**config.mk**
```make
export PLATFORM = sky130hd
export DESIGN_NAME = trojan_monitor
export DESIGN_NICKNAME = d
export VERILOG_FILES = /design/src/rtl/trojan_mon_pkg.sv /design/src/rtl/trojan_golden.sv /design/src/rtl/trojan_monitor.sv
export SDC_FILE = /design/constraint.sdc
export NUM_CORES = 1
export LEC_CHECK = 0
export ABC_AREA = 1
export ABC_CLOCK_PERIOD_IN_PS = 5500
export CORE_MARGIN = 5
export CORE_UTILIZATION = 40
export CTS_BUF_LIST = sky130_fd_sc_hd__clkbuf_2
export DETAILED_ROUTE_END_ITERATION = 10
export MAX_ROUTING_LAYER = met4
export PLACE_DENSITY = 0.62
export SLEW_MARGIN = 30
export SYNTH_ARGS = -nofsm -noshare
export SYNTH_HDL_FRONTEND = slang
export SYNTH_SLANG_ARGS = --single-unit
export TNS_END_PERCENT = 50
```
**constraint.sdc**
```tcl
create_clock -name clk -period 5.5 [get_ports clk]
set_input_delay 0.55 -clock clk [delete_from_list [all_inputs] [get_ports clk]]
set_output_delay 0.55 -clock clk [all_outputs]
set_load 0.05 [all_outputs]
```
**src/rtl/trojan_mon_pkg.sv**
```systemverilog
// Shared types and helpers for the trojan monitor: FSM state encoding,
// captured-vector width and the golden reference function.
package trojan_mon_pkg;

    typedef enum logic [1:0] {
        IDLE  = 2'd0,
        ARMED = 2'd1,
        ALERT = 2'd2
    } state_e;

    localparam int VEC_W = 6;

    function automatic logic golden_fn(input logic a, input logic b, input logic c);
        return (a & b) | c;
    endfunction

endpackage

```
**src/rtl/trojan_golden.sv**
```systemverilog
// Combinational golden model of the observed DUT: g = (a & b) | c.
module trojan_golden
    import trojan_mon_pkg::*;
(
    input  logic a,
    input  logic b,
    input  logic c,
    output logic g
);

    assign g = golden_fn(a, b, c);

endmodule

```
**src/rtl/trojan_monitor.sv**
```systemverilog
// Runtime monitor comparing an observed output against its golden function;
// counts mismatches and trigger events and raises a sticky alarm.
// Define TROJAN_MON_LOG_EN to add the first-mismatch capture register (first_vec).
module trojan_monitor
    import trojan_mon_pkg::*;
#(
    parameter int CNT_W        = 8,
    parameter int ALERT_THRESH = 2
) (
    input  logic             clk,
    input  logic             rst,
    input  logic             a,
    input  logic             b,
    input  logic             c,
    input  logic             t1,
    input  logic             t2,
    input  logic             y,
    input  logic             en,
    input  logic             clr,
    output logic             alarm,
    output logic [1:0]       state,
    output logic [CNT_W-1:0] mismatch_cnt,
`ifdef TROJAN_MON_LOG_EN
    output logic [CNT_W-1:0] trig_cnt,
    output logic [VEC_W-1:0] first_vec
`else
    output logic [CNT_W-1:0] trig_cnt
`endif
);

    localparam logic [CNT_W-1:0] CNT_MAX = '1;
    localparam logic [CNT_W-1:0] THRESH  = CNT_W'(ALERT_THRESH);

    state_e           state_q, state_d;
    logic [CNT_W-1:0] mismatch_cnt_q, mismatch_cnt_d;
    logic [CNT_W-1:0] trig_cnt_q, trig_cnt_d;
    logic             g;
    logic             mismatch;
    logic             trig;
    logic             thresh_hit;

    trojan_golden u_golden (
        .a (a),
        .b (b),
        .c (c),
        .g (g)
    );

    assign mismatch   = en & (y != g);
    assign trig       = en & t1 & t2;
    assign thresh_hit = mismatch & (mismatch_cnt_d >= THRESH);

    always_comb begin
        // NOTE: defaults first so every path assigns the _d signals and no latch is inferred.
        mismatch_cnt_d = mismatch_cnt_q;
        trig_cnt_d     = trig_cnt_q;
        if (clr) begin
            mismatch_cnt_d = '0;
            trig_cnt_d     = '0;
        end else begin
            if (mismatch && mismatch_cnt_q != CNT_MAX) mismatch_cnt_d = mismatch_cnt_q + 1'b1;
            if (trig && trig_cnt_q != CNT_MAX)         trig_cnt_d     = trig_cnt_q + 1'b1;
        end
    end

    // State register
    always_ff @(posedge clk or posedge rst) begin
        if (rst) begin
            state_q        <= IDLE;
            mismatch_cnt_q <= '0;
            trig_cnt_q     <= '0;
        end else begin
            // NOTE: non-blocking so every register samples pre-edge values.
            state_q        <= state_d;
            mismatch_cnt_q <= mismatch_cnt_d;
            trig_cnt_q     <= trig_cnt_d;
        end
    end

    // Next-state logic; threshold uses the count including this cycle's mismatch
    always_comb begin
        state_d = state_q;
        if (clr) begin
            state_d = IDLE;
        end else begin
            unique case (state_q)
                IDLE:    if (thresh_hit) state_d = ALERT;
                         else if (trig)  state_d = ARMED;
                ARMED:   if (thresh_hit) state_d = ALERT;
                ALERT:   state_d = ALERT;
                default: state_d = IDLE;
            endcase
        end
    end

    // Output logic
    always_comb begin
        state        = state_q;
        alarm        = (state_q == ALERT);
        mismatch_cnt = mismatch_cnt_q;
        trig_cnt     = trig_cnt_q;
    end

`ifdef TROJAN_MON_LOG_EN
    logic [VEC_W-1:0] first_vec_q, first_vec_d;

    // A mismatch vector is never all-zero, and the count only returns to zero on clr/rst
    always_comb begin
        first_vec_d = first_vec_q;
        if (clr)                                     first_vec_d = '0;
        else if (mismatch && mismatch_cnt_q == '0)   first_vec_d = {a, b, c, t1, t2, y};
    end

    always_ff @(posedge clk or posedge rst) begin
        if (rst) first_vec_q <= '0;
        else     first_vec_q <= first_vec_d;
    end

    assign first_vec = first_vec_q;
`endif

endmodule
```
-- Word level (Yosys, flattened, before mapping)
Cells that the tools add are included.
- add/subtract/negate cells: 2
- multipliers: 0
- div/mod/pow operators: 0
- magnitude comparators: 1
- eq/ne operators: 7
- shift operators: 0
- multiplexer cells: 9
- bitwise logic cells: 6
- reductions and logical operators: 5
- operator list (operator ; number):
    $mux 8 ; 4
    $add 8x1->8 const B ; 2
    $ne 8x8->1 const B ; 2
    $ge 8x2->1 const B ; 1
    $mux 2 ; 4
    $pmux 2 s3 ; 1
    $and 1x1->1 ; 5
    $ne 4x4->1 const B ; 1
    $ne 3x3->1 const B ; 1
    $eq 2x1->1 const B ; 1
    $eq 2x2->1 const B ; 1
    $logic_and 1x1->1 ; 2
    $logic_not 2->1 ; 1
    $reduce_and 2->1 ; 1
    $reduce_bool 2->1 ; 1
    $ne 1x1->1 ; 1
    $or 1x1->1 ; 1
- bits in registers: 18
- latch bits: 0
- memory bits (writable): 0
- ROM bits: 0
- output and inout bits: 19
- word-level logic and storage cells: 33
- memories kept: 0

-- Depth between registers and ports, before layout
- depth after elaboration: 12
- mapped depth: 16
- mapped depth without buffers: 16

-- By module
A second synthesis with hierarchy kept.
- cell total of the unflattened synthesis: 154
- area, all modules: 1168.6 µm²
- by module, submodules not included (module ; times used ; cells an instance ; area an instance (µm²) ; seq. area each (µm²)):
    trojan_monitor ; 1 ; 151 ; 1157.4 ; 450.4
    trojan_golden ; 1 ; 3 ; 11.3 ; 0.0

-- Worst setup path after synthesis
OpenSTA, ideal clock, no wires.
- kind: reg2reg
- start: register mismatch_cnt_q[0] (netlist: mismatch_cnt[0])
- end: register state_q[1] (netlist: state[1])
- data arrival time: 1975 ps
- required time: 5381 ps
- path slack: 3406 ps
- cell stages (with the launch flop): 15
- path buffers: 0
- clock period less this slack: 2094 ps
- path through: dfrtp_1 -> ha_1 -> nand2_1 -> nor2_2 -> nand2_4 -> nand4_4 -> nand2_1 -> nand3_2 -> nand2_1 -> nor2_1 -> nand2_1 -> nand2_2 -> nand3_2 -> nand3_1 -> nand2_1
- longest elaborated chain between the ends: 9
- elaborated cells on any way between the ends: 13
- classes of those cells: add/sub: 1; order compare: 1; eq/ne: 3; mux: 5; bitwise: 1; reduce/logical: 2
- RTL lines (element ; line ; text):
    start, declared ; trojan_monitor.sv:35 ; logic [CNT_W-1:0] mismatch_cnt_q, mismatch_cnt_d;
    start signal, assigned ; trojan_monitor.sv:75 ; mismatch_cnt_q <= mismatch_cnt_d;
    parallel branches: the longest is 2 deep, another holds $add 8x1->8 ; - ;
    $mux 8 * ; trojan_monitor.sv:61 ; if (mismatch && mismatch_cnt_q != CNT_MAX) mismatch_cnt_d = mismatch_cnt_q + 1'b1;
    $mux 8 * ; trojan_monitor.sv:57 ; if (clr) begin
    $ge 8x2->1 * ; trojan_monitor.sv:51 ; assign thresh_hit = mismatch & (mismatch_cnt_d >= THRESH);
    $and 1x1->1 * ; trojan_monitor.sv:51 ;
    $mux 2 ; trojan_monitor.sv:87 ; IDLE: if (thresh_hit) state_d = ALERT;
    $pmux 2 s3 ; trojan_monitor.sv:86 ; unique case (state_q)
    $mux 2 ; trojan_monitor.sv:83 ; if (clr) begin
    end signal, assigned ; trojan_monitor.sv:74 ; state_q <= state_d;
    end, declared ; trojan_monitor.sv:34 ; state_e state_q, state_d;
Mark *: on every way between the ends.
A chain may end at the register's enable or synchronous reset.

-- Worst setup path after layout
- start: register state_q[0] (netlist: state[0])
- end: output alarm
- longest elaborated chain between the ends: 1
- RTL lines (element ; line ; text):
    $eq 2x2->1 ; trojan_monitor.sv:99 ; alarm = (state_q == ALERT);
    end, declared ; trojan_monitor.sv:20 ; output logic alarm,
No other way between the ends.

==> results.sh <==
export IMPL_timing_rr_start="mismatch_cnt[0]"
export IMPL_cts_num_sinks=18
export IMPL_grt_usage=0.145
export IMPL_fin_util=0.518
export IMPL_crit_chain="inv_1 > ha_1 > clkdlybuf4s50_1"
export IMPL_ios=29
export IMPL_cts_root_buf="clkbuf_2"
export IMPL_r2r_slack_ns=3.47
export IMPL_postCtsSetupBuffers=0
export IMPL_fmax_mhz=423
export IMPL_routedWlPerCell_um=11.6
export IMPL_min_path_type="flip-flop to flip-flop"
export IMPL_synth_seq_cells=18
export IMPL_die_y_um=65.3
export IMPL_layout_nets=217
export IMPL_timing_critical_path_slowest_cell_delay_ns=0.80
export IMPL_fin_cells=233
export IMPL_vdd_drop_max_mv=0.176
export IMPL_required_ns=4.95
export IMPL_ys_warn_count=0
export IMPL_cts_buffers=3
export IMPL_leakagePower_nw=0.805
export IMPL_place_ws_ns=3.11
export IMPL_cts_hold_buf=0
export IMPL_min_path_cells=1
export IMPL_num_vias=1124
export IMPL_cp_top_family="buffers and inverters"
export IMPL_ant_nets=0
export IMPL_place_congestion=0.803
export IMPL_r2r_end="state[1]"
export IMPL_grt_pass1_wl_mm=4.77
export IMPL_setup_tns_final_ns=0
export IMPL_period_share=0.430
export IMPL_tightest_slew_ns=0.718
export IMPL_cts_max_level=1
export IMPL_arrival_ns=1.81
export IMPL_slew_violations=0
export IMPL_path_clk_slew_ns=0.18
export IMPL_n_fill_cell=291
export IMPL_finalHoldViolCount=0
export IMPL_drive_above_1_share=0.100
export IMPL_rows=20
export IMPL_hold_start="trig_cnt[3]"
export IMPL_finalSetupViolCount=0
export IMPL_avgSynthCellArea_sq_um=7.20
export IMPL_regArea_sq_um=450
export IMPL_path_buf_inv=2
export IMPL_fin_ws_ns=3.14
export IMPL_syn_area_sq_mm=0.00122
export IMPL_path_max_fanout=4
export IMPL_cp_start_kind="flip-flop"
export IMPL_die_w_um=65.3
export IMPL_slowest_stage="clkdlybuf4s50_1"
export IMPL_dp_cells=229
export IMPL_syn_nets=186
export IMPL_insertion_delay_ns=0.30
export IMPL_cts_resized=0
export IMPL_reg2regPathDepth=15
export IMPL_avgViaCountPerCell=4.82
export IMPL_status="finished, final reports clean"
export IMPL_grt_start_max_net_pins=19
export IMPL_coreArea_sq_mm=0.00300
export IMPL_initial_core_util=0.408
export IMPL_drc=0
export IMPL_multi_input_area_sq_um=643
export IMPL_overflow=0
export IMPL_first_global_vias=1149
export IMPL_syn2layout_area_growth_pct=27.0
export IMPL_period_minus_slack_ns=2.36
export IMPL_power_density_mw_per_mm2=211
export IMPL_synthCells=170
export IMPL_cts_tree="yes"
export IMPL_hpwl_mm=2.11
export IMPL_crit_type="flip-flop to output pin"
export IMPL_cts_buffer_depth=2
export IMPL_critPathCaptureType="output pin"
export IMPL_wl_mm=2.70
export IMPL_ys_seq_area_frac=0.368
export IMPL_antenna_found_initial=0
export IMPL_initialDrtViolationCount=45
export IMPL_diodes=0
export IMPL_ys_types=26
export IMPL_max_slew_margin=0.521
export IMPL_rsz0062_at_grt="no"
export IMPL_dr_pass1_iters=4
export IMPL_die_area_sq_mm=0.00427
export IMPL_whs_ns=0.554
export IMPL_skew_ns=0.0112
export IMPL_numPortBuffers=28
export IMPL_cap_violations=0
export IMPL_min_to="trig_cnt[3]"
==> layout by cell type (no fill, tap or decap) <==
| cell type | n |
|---|---|
| nand2_1 | 50 |
| nand2_4 | 1 |
| nand4_4 | 1 |
| xnor2_1 | 2 |
| nor2_4 | 2 |
| o21bai_1 | 2 |
| and3_1 | 1 |
| xor2_1 | 2 |
| a21oi_1 | 7 |
| o21ai_1 | 4 |
| nand4_1 | 2 |
| clkbuf_2 | 3 |
| nor2_2 | 1 |
| a211oi_1 | 1 |
| clkdlybuf4s50_1 | 28 |
| clkinv_1 | 3 |
| nand3_1 | 16 |
| inv_2 | 6 |
| nor4_1 | 1 |
| dfrtp_1 | 18 |
| nand3_2 | 3 |
| inv_1 | 24 |
| nor2_1 | 12 |
| nor3_1 | 1 |
| ha_1 | 6 |
| a21oi_2 | 1 |
| nand2_2 | 2 |
==> cells by family (layout without fill, tap and decap cells) <==
kind of cell,after synthesis,after routing,synth area share
compound gates,15,15,0.0705
buf+inv,34,64,0.106
xor+xnor,4,4,0.0286
fa+ha+maj,6,6,0.0613
simple gates,93,93,0.365
flops,18,18,0.368
==> power breakdown <==
group          switching (mW)  internal [mW]  total (mW)
logic                  0.0786         0.0431       0.122
registers             0.00949          0.140       0.149
clock network          0.0413         0.0158      0.0571
==> sequential cells by signal, indices dropped and copies added, names as in the netlist <==
register	count
mismatch_cnt	8
trig_cnt	8
state	2
==> layer usage <==
metal  GRT usage  up-vias  wire length (um)
li1            -      589                 -
met3      0.0154        6                80
met4      0.0570        0                45
met1       0.176      503              1260
met2       0.247       26              1310
met5           -        -                 0
==> final cells by class <==
class / count / share of cell area
Clock buffer: 3 / 0.00966
Inverter: 32 / 0.0773
Timing Repair Buffer: 28 / 0.180
Clock inverter: 1 / 0.00242
Multi-Input combinational cell: 118 / 0.414
Tap cell: 33 / 0.0266
Sequential cell: 18 / 0.290
==> stage by stage <==
step	total power, mW	instance area [sq um]
after detailed placement	0.274	1540
final	0.328	1550
after floorplan	0.237	1220
after CTS	0.332	1550
after global placement	0.271	1540
after global routing	0.351	1550
==> synth_stat cells <==
cell type | count | area (sq um)
nor2_4 | 2 | 22.5
clkinv_1 | 2 | 7.51
a21oi_2 | 1 | 8.76
ha_1 | 6 | 75.1
and3_1 | 1 | 6.26
nand2_4 | 1 | 11.3
nand3_2 | 3 | 30.0
a211oi_1 | 1 | 7.51
nand2_2 | 2 | 12.5
nand3_1 | 16 | 80.1
nor3_1 | 1 | 5.00
o21bai_1 | 2 | 15.0
a21oi_1 | 7 | 35.0
nor4_1 | 1 | 6.26
xor2_1 | 2 | 17.5
o21ai_1 | 4 | 20.0
buf_2 | 2 | 10.0
inv_2 | 6 | 22.5
inv_1 | 24 | 90.1
xnor2_1 | 2 | 17.5
dfrtp_1 | 18 | 450
nor2_2 | 1 | 6.26
nand2_1 | 50 | 188
nand4_1 | 2 | 12.5
nor2_1 | 12 | 45.0
nand4_4 | 1 | 21.3
==> how the worst max path moves through the flow <==
stage                               start       end  slack [ns]  depth (start not counted)
final                            state[0]     alarm        3.14                          3
after global placement                  a  state[1]        3.13                         14
after floorplan           mismatch_cnt[0]  state[1]        3.41                         14
after detailed placement                b  state[1]        3.11                         14
after global routing             state[0]     alarm        3.04                          3
after CTS                        state[0]     alarm        3.11                          3
(Power assumes the default switching activity.)
